File: src/rtl/cla_seq_pkg.sv
// Shared types and helpers for the multi-word carry-lookahead sequencer.
package cla_seq_pkg;

  typedef enum logic [1:0] {
    IDLE = 2'd0,
    ADD  = 2'd1,
    DONE = 2'd2
  } state_t;

  function automatic int clog2(input int value);
    int result;
    int v;
    result = 0;
    v = value - 1;
    while (v > 0) begin
      result++;
      v = v >> 1;
    end
    return result;
  endfunction

endpackage

File: src/rtl/cla_multiword_sequencer_if.sv
// Handshake and operand/result bundle for cla_multiword_sequencer.
// Optional overflow flag present when CLA_SEQ_OVERFLOW_EN is defined.
interface cla_multiword_sequencer_if #(
  parameter int N = 16
);
  logic         start;
  logic [N-1:0] x;
  logic [N-1:0] y;
  logic         carry_in;
  logic         busy;
  logic         done;
  logic [N-1:0] z;
  logic         carry_out;
`ifdef CLA_SEQ_OVERFLOW_EN
  logic         overflow;
`endif

  modport master (
    output start, x, y, carry_in,
`ifdef CLA_SEQ_OVERFLOW_EN
    input  overflow,
`endif
    input  busy, done, z, carry_out
  );

  modport slave (
    input  start, x, y, carry_in,
`ifdef CLA_SEQ_OVERFLOW_EN
    output overflow,
`endif
    output busy, done, z, carry_out
  );
endinterface

File: src/rtl/carry_lookahead_adder.sv
// Purely combinational WIDTH-bit carry-lookahead adder.
module carry_lookahead_adder #(
  parameter int WIDTH = 4
) (
  input  logic [WIDTH-1:0] i_a,
  input  logic [WIDTH-1:0] i_b,
  input  logic             i_cin,
  output logic [WIDTH-1:0] o_sum,
  output logic             o_cout
);
  logic [WIDTH-1:0] w_p;
  logic [WIDTH-1:0] w_g;
  logic [WIDTH:0]   w_c;
  logic             w_acc;
  logic             w_term;

  assign w_p = i_a ^ i_b;
  assign w_g = i_a & i_b;

  // Each carry is the flat sum-of-products of generate/propagate terms, no ripple.
  always_comb begin
    w_c    = '0;
    w_acc  = 1'b0;
    w_term = 1'b0;
    w_c[0] = i_cin;
    for (int i = 0; i < WIDTH; i++) begin
      w_acc = i_cin;
      for (int j = 0; j <= i; j++) begin
        w_acc = w_acc & w_p[j];
      end
      for (int k = 0; k <= i; k++) begin
        w_term = w_g[k];
        for (int j = k + 1; j <= i; j++) begin
          w_term = w_term & w_p[j];
        end
        w_acc = w_acc | w_term;
      end
      w_c[i+1] = w_acc;
    end
  end

  assign o_sum  = w_p ^ w_c[WIDTH-1:0];
  assign o_cout = w_c[WIDTH];
endmodule

File: src/rtl/cla_multiword_sequencer.sv
// Adds WIDTH*WORDS-bit operands one WIDTH-bit chunk per clock on a shared CLA.
// Defining CLA_SEQ_OVERFLOW_EN adds a registered two's-complement overflow flag.
module cla_multiword_sequencer
  import cla_seq_pkg::*;
#(
  parameter int WIDTH = 4,
  parameter int WORDS = 4
) (
  input  logic                       clock,
  input  logic                       reset,
  cla_multiword_sequencer_if.slave   bus
);
  localparam int N  = WIDTH * WORDS;
  localparam int IW = (clog2(WORDS) < 1) ? 1 : clog2(WORDS);

  state_t           r_state;
  state_t           w_nextState;
  logic             w_accept;
  logic             w_lastChunk;

  logic [N-1:0]     r_x;
  logic [N-1:0]     r_y;
  logic [N-1:0]     r_z;
  logic             r_carry;
  logic             r_carryOut;
  logic [IW-1:0]    r_idx;

  logic [WIDTH-1:0] w_sum;
  logic             w_cout;

  assign w_lastChunk = (r_idx == IW'(WORDS - 1));

  always_ff @(posedge clock) begin
    if (reset) r_state <= IDLE;
    else       r_state <= w_nextState;
  end

  // Start is only honoured when no addition is running, so DONE can chain directly.
  always_comb begin
    w_nextState = r_state;
    w_accept    = 1'b0;
    case (r_state)
      IDLE: begin
        if (bus.start) begin
          w_accept    = 1'b1;
          w_nextState = ADD;
        end
      end
      ADD: begin
        if (w_lastChunk) w_nextState = DONE;
      end
      DONE: begin
        if (bus.start) begin
          w_accept    = 1'b1;
          w_nextState = ADD;
        end else begin
          w_nextState = IDLE;
        end
      end
      default: w_nextState = IDLE;
    endcase
  end

  carry_lookahead_adder #(.WIDTH(WIDTH)) u_cla (
    .i_a   (r_x[r_idx*WIDTH +: WIDTH]),
    .i_b   (r_y[r_idx*WIDTH +: WIDTH]),
    .i_cin (r_carry),
    .o_sum (w_sum),
    .o_cout(w_cout)
  );

  always_ff @(posedge clock) begin
    if (reset) begin
      r_x        <= '0;
      r_y        <= '0;
      r_z        <= '0;
      r_carry    <= 1'b0;
      r_carryOut <= 1'b0;
      r_idx      <= '0;
    end else if (w_accept) begin
      r_x        <= bus.x;
      r_y        <= bus.y;
      r_z        <= '0;
      r_carry    <= bus.carry_in;
      r_carryOut <= 1'b0;
      r_idx      <= '0;
    end else if (r_state == ADD) begin
      r_z[r_idx*WIDTH +: WIDTH] <= w_sum;
      r_carry                   <= w_cout;
      if (w_lastChunk) r_carryOut <= w_cout;
      else             r_idx      <= r_idx + IW'(1);
    end
  end

`ifdef CLA_SEQ_OVERFLOW_EN
  logic r_overflow;

  // Top chunk's sum MSB is still on the CLA output at the last edge.
  always_ff @(posedge clock) begin
    if (reset || w_accept) begin
      r_overflow <= 1'b0;
    end else if (r_state == ADD && w_lastChunk) begin
      r_overflow <= r_x[N-1] ^ r_y[N-1] ^ w_sum[WIDTH-1] ^ w_cout;
    end
  end

  assign bus.overflow = r_overflow;
`endif

  assign bus.busy      = (r_state == ADD);
  assign bus.done      = (r_state == DONE);
  assign bus.z         = r_z;
  assign bus.carry_out = r_carryOut;
endmodule

File: src/flat_wrapper.sv
// flat-port wrapper written by rule: the top's interface ports become plain ports
module cla_multiword_sequencer_flat import cla_seq_pkg::*;
#(
  parameter int WIDTH = 4,
  parameter int WORDS = 4
)
  (clock, reset, bus_start, bus_x, bus_y, bus_carry_in, bus_busy, bus_done, bus_z, bus_carry_out);
  cla_multiword_sequencer_if #(.N(16)) bus_i ();
  input  logic clock;
  input  logic reset;
  input wire logic [$bits(bus_i.start)-1:0] bus_start;
  input wire logic [$bits(bus_i.x)-1:0] bus_x;
  input wire logic [$bits(bus_i.y)-1:0] bus_y;
  input wire logic [$bits(bus_i.carry_in)-1:0] bus_carry_in;
  output wire logic [$bits(bus_i.busy)-1:0] bus_busy;
  output wire logic [$bits(bus_i.done)-1:0] bus_done;
  output wire logic [$bits(bus_i.z)-1:0] bus_z;
  output wire logic [$bits(bus_i.carry_out)-1:0] bus_carry_out;
  assign bus_i.start = bus_start;
  assign bus_i.x = bus_x;
  assign bus_i.y = bus_y;
  assign bus_i.carry_in = bus_carry_in;
  assign bus_busy = bus_i.busy;
  assign bus_done = bus_i.done;
  assign bus_z = bus_i.z;
  assign bus_carry_out = bus_i.carry_out;
  cla_multiword_sequencer #(.WIDTH(WIDTH), .WORDS(WORDS)) u_core (.clock(clock), .reset(reset), .bus(bus_i));
endmodule
File: config.mk
export PLATFORM = sky130hd
export DESIGN_NAME = cla_multiword_sequencer_flat
export DESIGN_NICKNAME = d
export VERILOG_FILES = /design/src/rtl/cla_seq_pkg.sv /design/src/rtl/cla_multiword_sequencer_if.sv /design/src/rtl/carry_lookahead_adder.sv /design/src/rtl/cla_multiword_sequencer.sv /design/src/flat_wrapper.sv
export SDC_FILE = /design/constraint.sdc
export NUM_CORES = 1
export LEC_CHECK = 0
export CORE_MARGIN = 3
export CORE_UTILIZATION = 54
export CTS_CLUSTER_DIAMETER = 80
export DETAILED_ROUTE_END_ITERATION = 6
export GPL_TIMING_DRIVEN = 0
export PLACE_DENSITY = 0.85
export SYNTH_ARGS = -nofsm -noshare
export SYNTH_HDL_FRONTEND = slang
export SYNTH_HIERARCHICAL = 1
export SYNTH_SLANG_ARGS = --single-unit
File: constraint.sdc
create_clock -name clock -period 8.3 [get_ports clock]
set_clock_uncertainty 0.2 [all_clocks]
set_input_delay 1.66 -clock clock [delete_from_list [all_inputs] [get_ports clock]]
set_output_delay 1.66 -clock clock [all_outputs]
set_load 0.02 [all_outputs]
-- After elaboration in Yosys (flattened, before gate mapping)
Index checks and enable logic that the tools add are counted.
W data, S select, Z words.
- $add $sub $neg: 2
- eq/ne operators: 5
- shifts and indexed selects: 4
- muxes and demuxes: 9
- bitwise operators: 24
- reductions and logical operators: 7
- operators by type and width (kind ; number):
    $neg A4 Y34 ; 1
    $shift A4 B34 Y16 const A ; 1
    $shiftx A4 B34 Y16 ; 1
    $shiftx A16 B5 Y4 ; 2
    $bwmux W16 ; 1
    $and A1 B1 Y1 ; 10
    $or A1 B1 Y1 ; 10
    $xor A4 B4 Y4 ; 2
    $pmux W2 S3 ; 1
    $reduce_and A2 Y1 ; 3
    $mux W1 ; 5
    $and A4 B4 Y4 ; 1
    $eq A2 B2 Y1 const B ; 2
    $mux W2 ; 2
    $reduce_or A2 Y1 ; 2
    $add A2 B1 Y2 const B ; 1
    $eq A2 B1 Y1 const B ; 1
    $logic_not A2 Y1 ; 1
    $ne A2 B1 Y1 const B ; 1
    $ne A2 B2 Y1 const B ; 1
    $reduce_bool A2 Y1 ; 1
    $not A1 Y1 ; 1
- flip-flop bits (word level): 54
- input bits: 36
- output and inout port bits: 19
- logic and storage cells: 58

-- Logic depth before layout (Yosys ltp)
- word-level depth: 12
- mapped depth: 9
- depth with buffers taken out: 8

-- Cells and area by module
Netlist, hierarchy kept.
- modules (own cells, without submodules) (module ; instances ; cells an instance ; area each (µm²) ; seq. area each (µm²)):
    cla_multiword_sequencer ; 1 ; 233 ; 2275.9 ; 1081.0
    carry_lookahead_adder ; 1 ; 15 ; 151.4 ; 0.0

-- Worst setup path after synthesis
No wires, ideal clock.
- kind: input to register
- from: input port reset
- to: register u_core.r_x[0]
- setup time: 132 ps
- arrival: 2427 ps
- data required time: 7968 ps
- setup slack: 5541 ps
- stages: 4
- path buffers: 3
- path through: buf_2 buf_2 buf_1 a21oi_1
- RTL lines (element ; line ; RTL):
    from (decl) ; flat_wrapper.sv:10 ; input logic reset;
    to (signal assigned) ; cla_multiword_sequencer.sv:81 ; r_x <= bus.x;
    to (decl) ; cla_multiword_sequencer.sv:21 ; logic [N-1:0] r_x;
No word-level cell between the ends.

-- Worst setup path in the final report
- from: register u_core.r_state[0]
- to: output port bus_busy
- cells in the longest elaborated chain, start to end: 1
- ends and longest elaborated chain (element ; line ; RTL):
    from (decl) ; cla_multiword_sequencer.sv:16 ; state_t r_state;
    from (signal assigned) ; cla_multiword_sequencer.sv:35 ; else r_state <= w_nextState;
    $eq A2 B1 Y1 ; cla_multiword_sequencer.sv:110 ; assign bus.busy = (r_state == ADD);
    to (decl) ; flat_wrapper.sv:15 ; output wire logic [$bits(bus_i.busy)-1:0] bus_busy;
No other way between the ends.

==> results.toml <==
[status]
status = "complete, no violations"

[die]
io_pins = 55
dieArea_um2 = 5340
start_util = 0.582
die_h_um = 73.0
die_w_um = 73.0
core_um2 = 4170
rows = 23

[cts]
htreeDepth = 2
cts_resized = 0
postCtsSetupRepairBufs = 0
tritoncts = "done"
cts_max_path_buffers = 2
clk_pin_slew_ns = 0.09
cts_num_sinks = 54
postCtsHoldBufs = 0
cts_root_buf = "clkbuf_8"
worst_skew_pair.late_latency_ns = 0.31
cts_buffers = 5

[logic_synthesis]
ys_seq_area_frac = 0.445
syn_avg_cell_area_um2 = 9.79
synth_nets = 295
synth.distinct_cells = 35
synth_ff_type = "dfxtp_1"
synth_top_area_frac = 0.445
synthCells = 248
synthArstFlopShare = 0
synth_edf_count = 0
synth_area_leader_cell = "dfxtp_1"
syn_area_um2 = 2430
yosysMostFrequentCell = "nand2_1"
ys_top_cells_by_count = "nand2_1, dfxtp_1, a21oi_1, a32o_1, ha_1"
ys_ff_latch = 54
ys_warn_count = 6
netlist_top_cells_area = "dfxtp_1, nand2_1, mux4_2"

[pwr]
peakVddDrop_mv = 0.113
p_leak_nw = 1.19
power_density_nw_per_um2 = 173
finalPower_mw = 0.540

[global_route]
grt_max_degree = 17
grt_pass1_wl_um = 8540
gr-total-overflow = 0
antenna_found_initial = 0
grt_pass1_vias = 1812
grtUsageTotal = 0.213

[timing]
rsz0062_at_grt = "false"
final-max-slew-violation-count = 0
fin_crit_ns = 3.54
tns_ns = 0
finalCritPeriodShare = 0.427
relSlewSlack = 0.601
worstMarginPinSlew_ns = 0.598
setup_viol = 0
fmaxAchievable_ghz = 0.282
hold_viol = 0

[route]
drc = 0
ant_nets = 0
drt-wirelength-per-cell_um = 14.8
wl_um = 5310
num_vias = 1975
routed_via_density = 5.50
dr.pass1.iters = 4
drt_iter0_drc = 140

[setup_path]
worstPathArrival_ns = 1.68
timing.rr.end = "u_core/bus.z[3]$_SDFFE_PP0P_"
required_ns = 6.44
startpoint_type = "register"
rrSetupSlack_ns = 5.29
cp_max_fo = 8
r2r-start = "u_core/r_idx[0]$_SDFFE_PP0P_"
crit_path_end_kind = "primary output"
r2r_cells = 8
critPathKind = "reg -> out"

[place]
numPortBuffers = 53
place.gp.congestion = 0.816
dpl.cell_count = 351
placed_area_um2 = 3020
place_hpwl_um = 3940

[job]
cap_violations = 0

[layout]
area_growth_pct = 29.0
final_cell_area_um2 = 3130
final_nets = 355
final_layout_size_suffix_gt1_frac = 0.133
n_antenna_cell = 0
post-route-util = 0.750
final_cells = 359

[hold_path]
hold_path.class = "reg -> reg"
hold_path_startpoint = "u_core/r_y[8]$_SDFFE_PP0P_"
hold_path_depth = 2
whs_endpoint = "u_core/r_y[8]$_SDFFE_PP0P_"
[report_power, final]
| part | internal [mW] | switching (mW) |
|---|---|---|
| Combinational | 0.0424 | 0.0479 |
| Sequential | 0.270 | 0.00670 |
| Clock | 0.0900 | 0.0830 |
| Total | 0.403 | 0.138 |
[kinds of logic after synthesis]
family / Yosys count / share of synthesized area
AO/OA/AOI/OAI: 54 / 0.154
XOR/XNOR: 4 / 0.0144
adder cells (fa/ha/maj): 11 / 0.0598
buffers and inverters: 19 / 0.0433
flip-flops: 54 / 0.445
multiplexers: 10 / 0.0825
AND/OR/NAND/NOR: 96 / 0.201
[state kept, by name, indices dropped and copies added, names as in the netlist]
name,count
u_core/bus.carry_out,1
u_core/bus.z,16
u_core/r_carry,1
u_core/r_idx,2
u_core/r_state,2
u_core/r_x,16
u_core/r_y,16
[placed cells by master (no fill, tap or decap), drive strengths merged, types with 2 or more instances in the layout]
master,n
a32o,16
a21oi,33
nor3,5
dfxtp,54
clkbuf,8
nor2b,2
nand2b,3
nor4,4
nor3b,2
nand2,70
mux2i,2
ha,10
inv,3
nor2,6
and3b,2
xor2,2
buf,14
mux4,8
xnor2,2
clkdlybuf4s50,53
[how the worst max path moves through the flow]
stage,start,end,slack (ns),cells after the start
2_1_floorplan,reset,u_core/r_x[0]$_SDFFE_PP0P_,5.54,4
3_3_place_gp,bus_start,u_core/r_x[14]$_SDFFE_PP0P_,5.03,7
3_5_place_dp,bus_start,u_core/r_x[1]$_SDFFE_PP0P_,4.98,7
4_1_cts,u_core/r_state[1]$_SDFFE_PP0P_,bus_busy,4.76,3
5_1_grt,u_core/r_state[0]$_SDFFE_PP0P_,bus_busy,4.69,3
6_report,u_core/r_state[0]$_SDFFE_PP0P_,bus_busy,4.76,3
[layer usage]
metal	GRT usage	part of all wire	vias to the layer above
li1	-	-	991
met1	0.260	0.44	913
met2	0.355	0.48	60
met3	0.0441	0.061	11
met4	0.105	0.021	0
met5	0	0	-
[area by class of cell]
type	instances	area, um2
clock buffer	6	72.6
fill	325	1040
clock inverter	2	37.5
sequential	54	1080
multi-input combinational	175	1240
tap	50	62.6
buffer	16	93.8
timing repair buffer	53	531
inverter	3	11.3
[per-stage QoR]
step                      hold slack, ns  worst slack, ns
after floorplan                    0.233             5.54
after global placement             0.239             5.03
after detailed placement           0.245             4.98
after CTS                          0.259             4.76
after global routing               0.274             4.69
final                              0.257             4.76
[critical path, cell delays in order, from the launching register on]
cell and delay [ns]:
dfxtp_1 0.47, nand2b_2 0.15, inv_2 0.12, clkdlybuf4s50_1 0.63
Note: power is estimated with default switching activity, not from simulation.
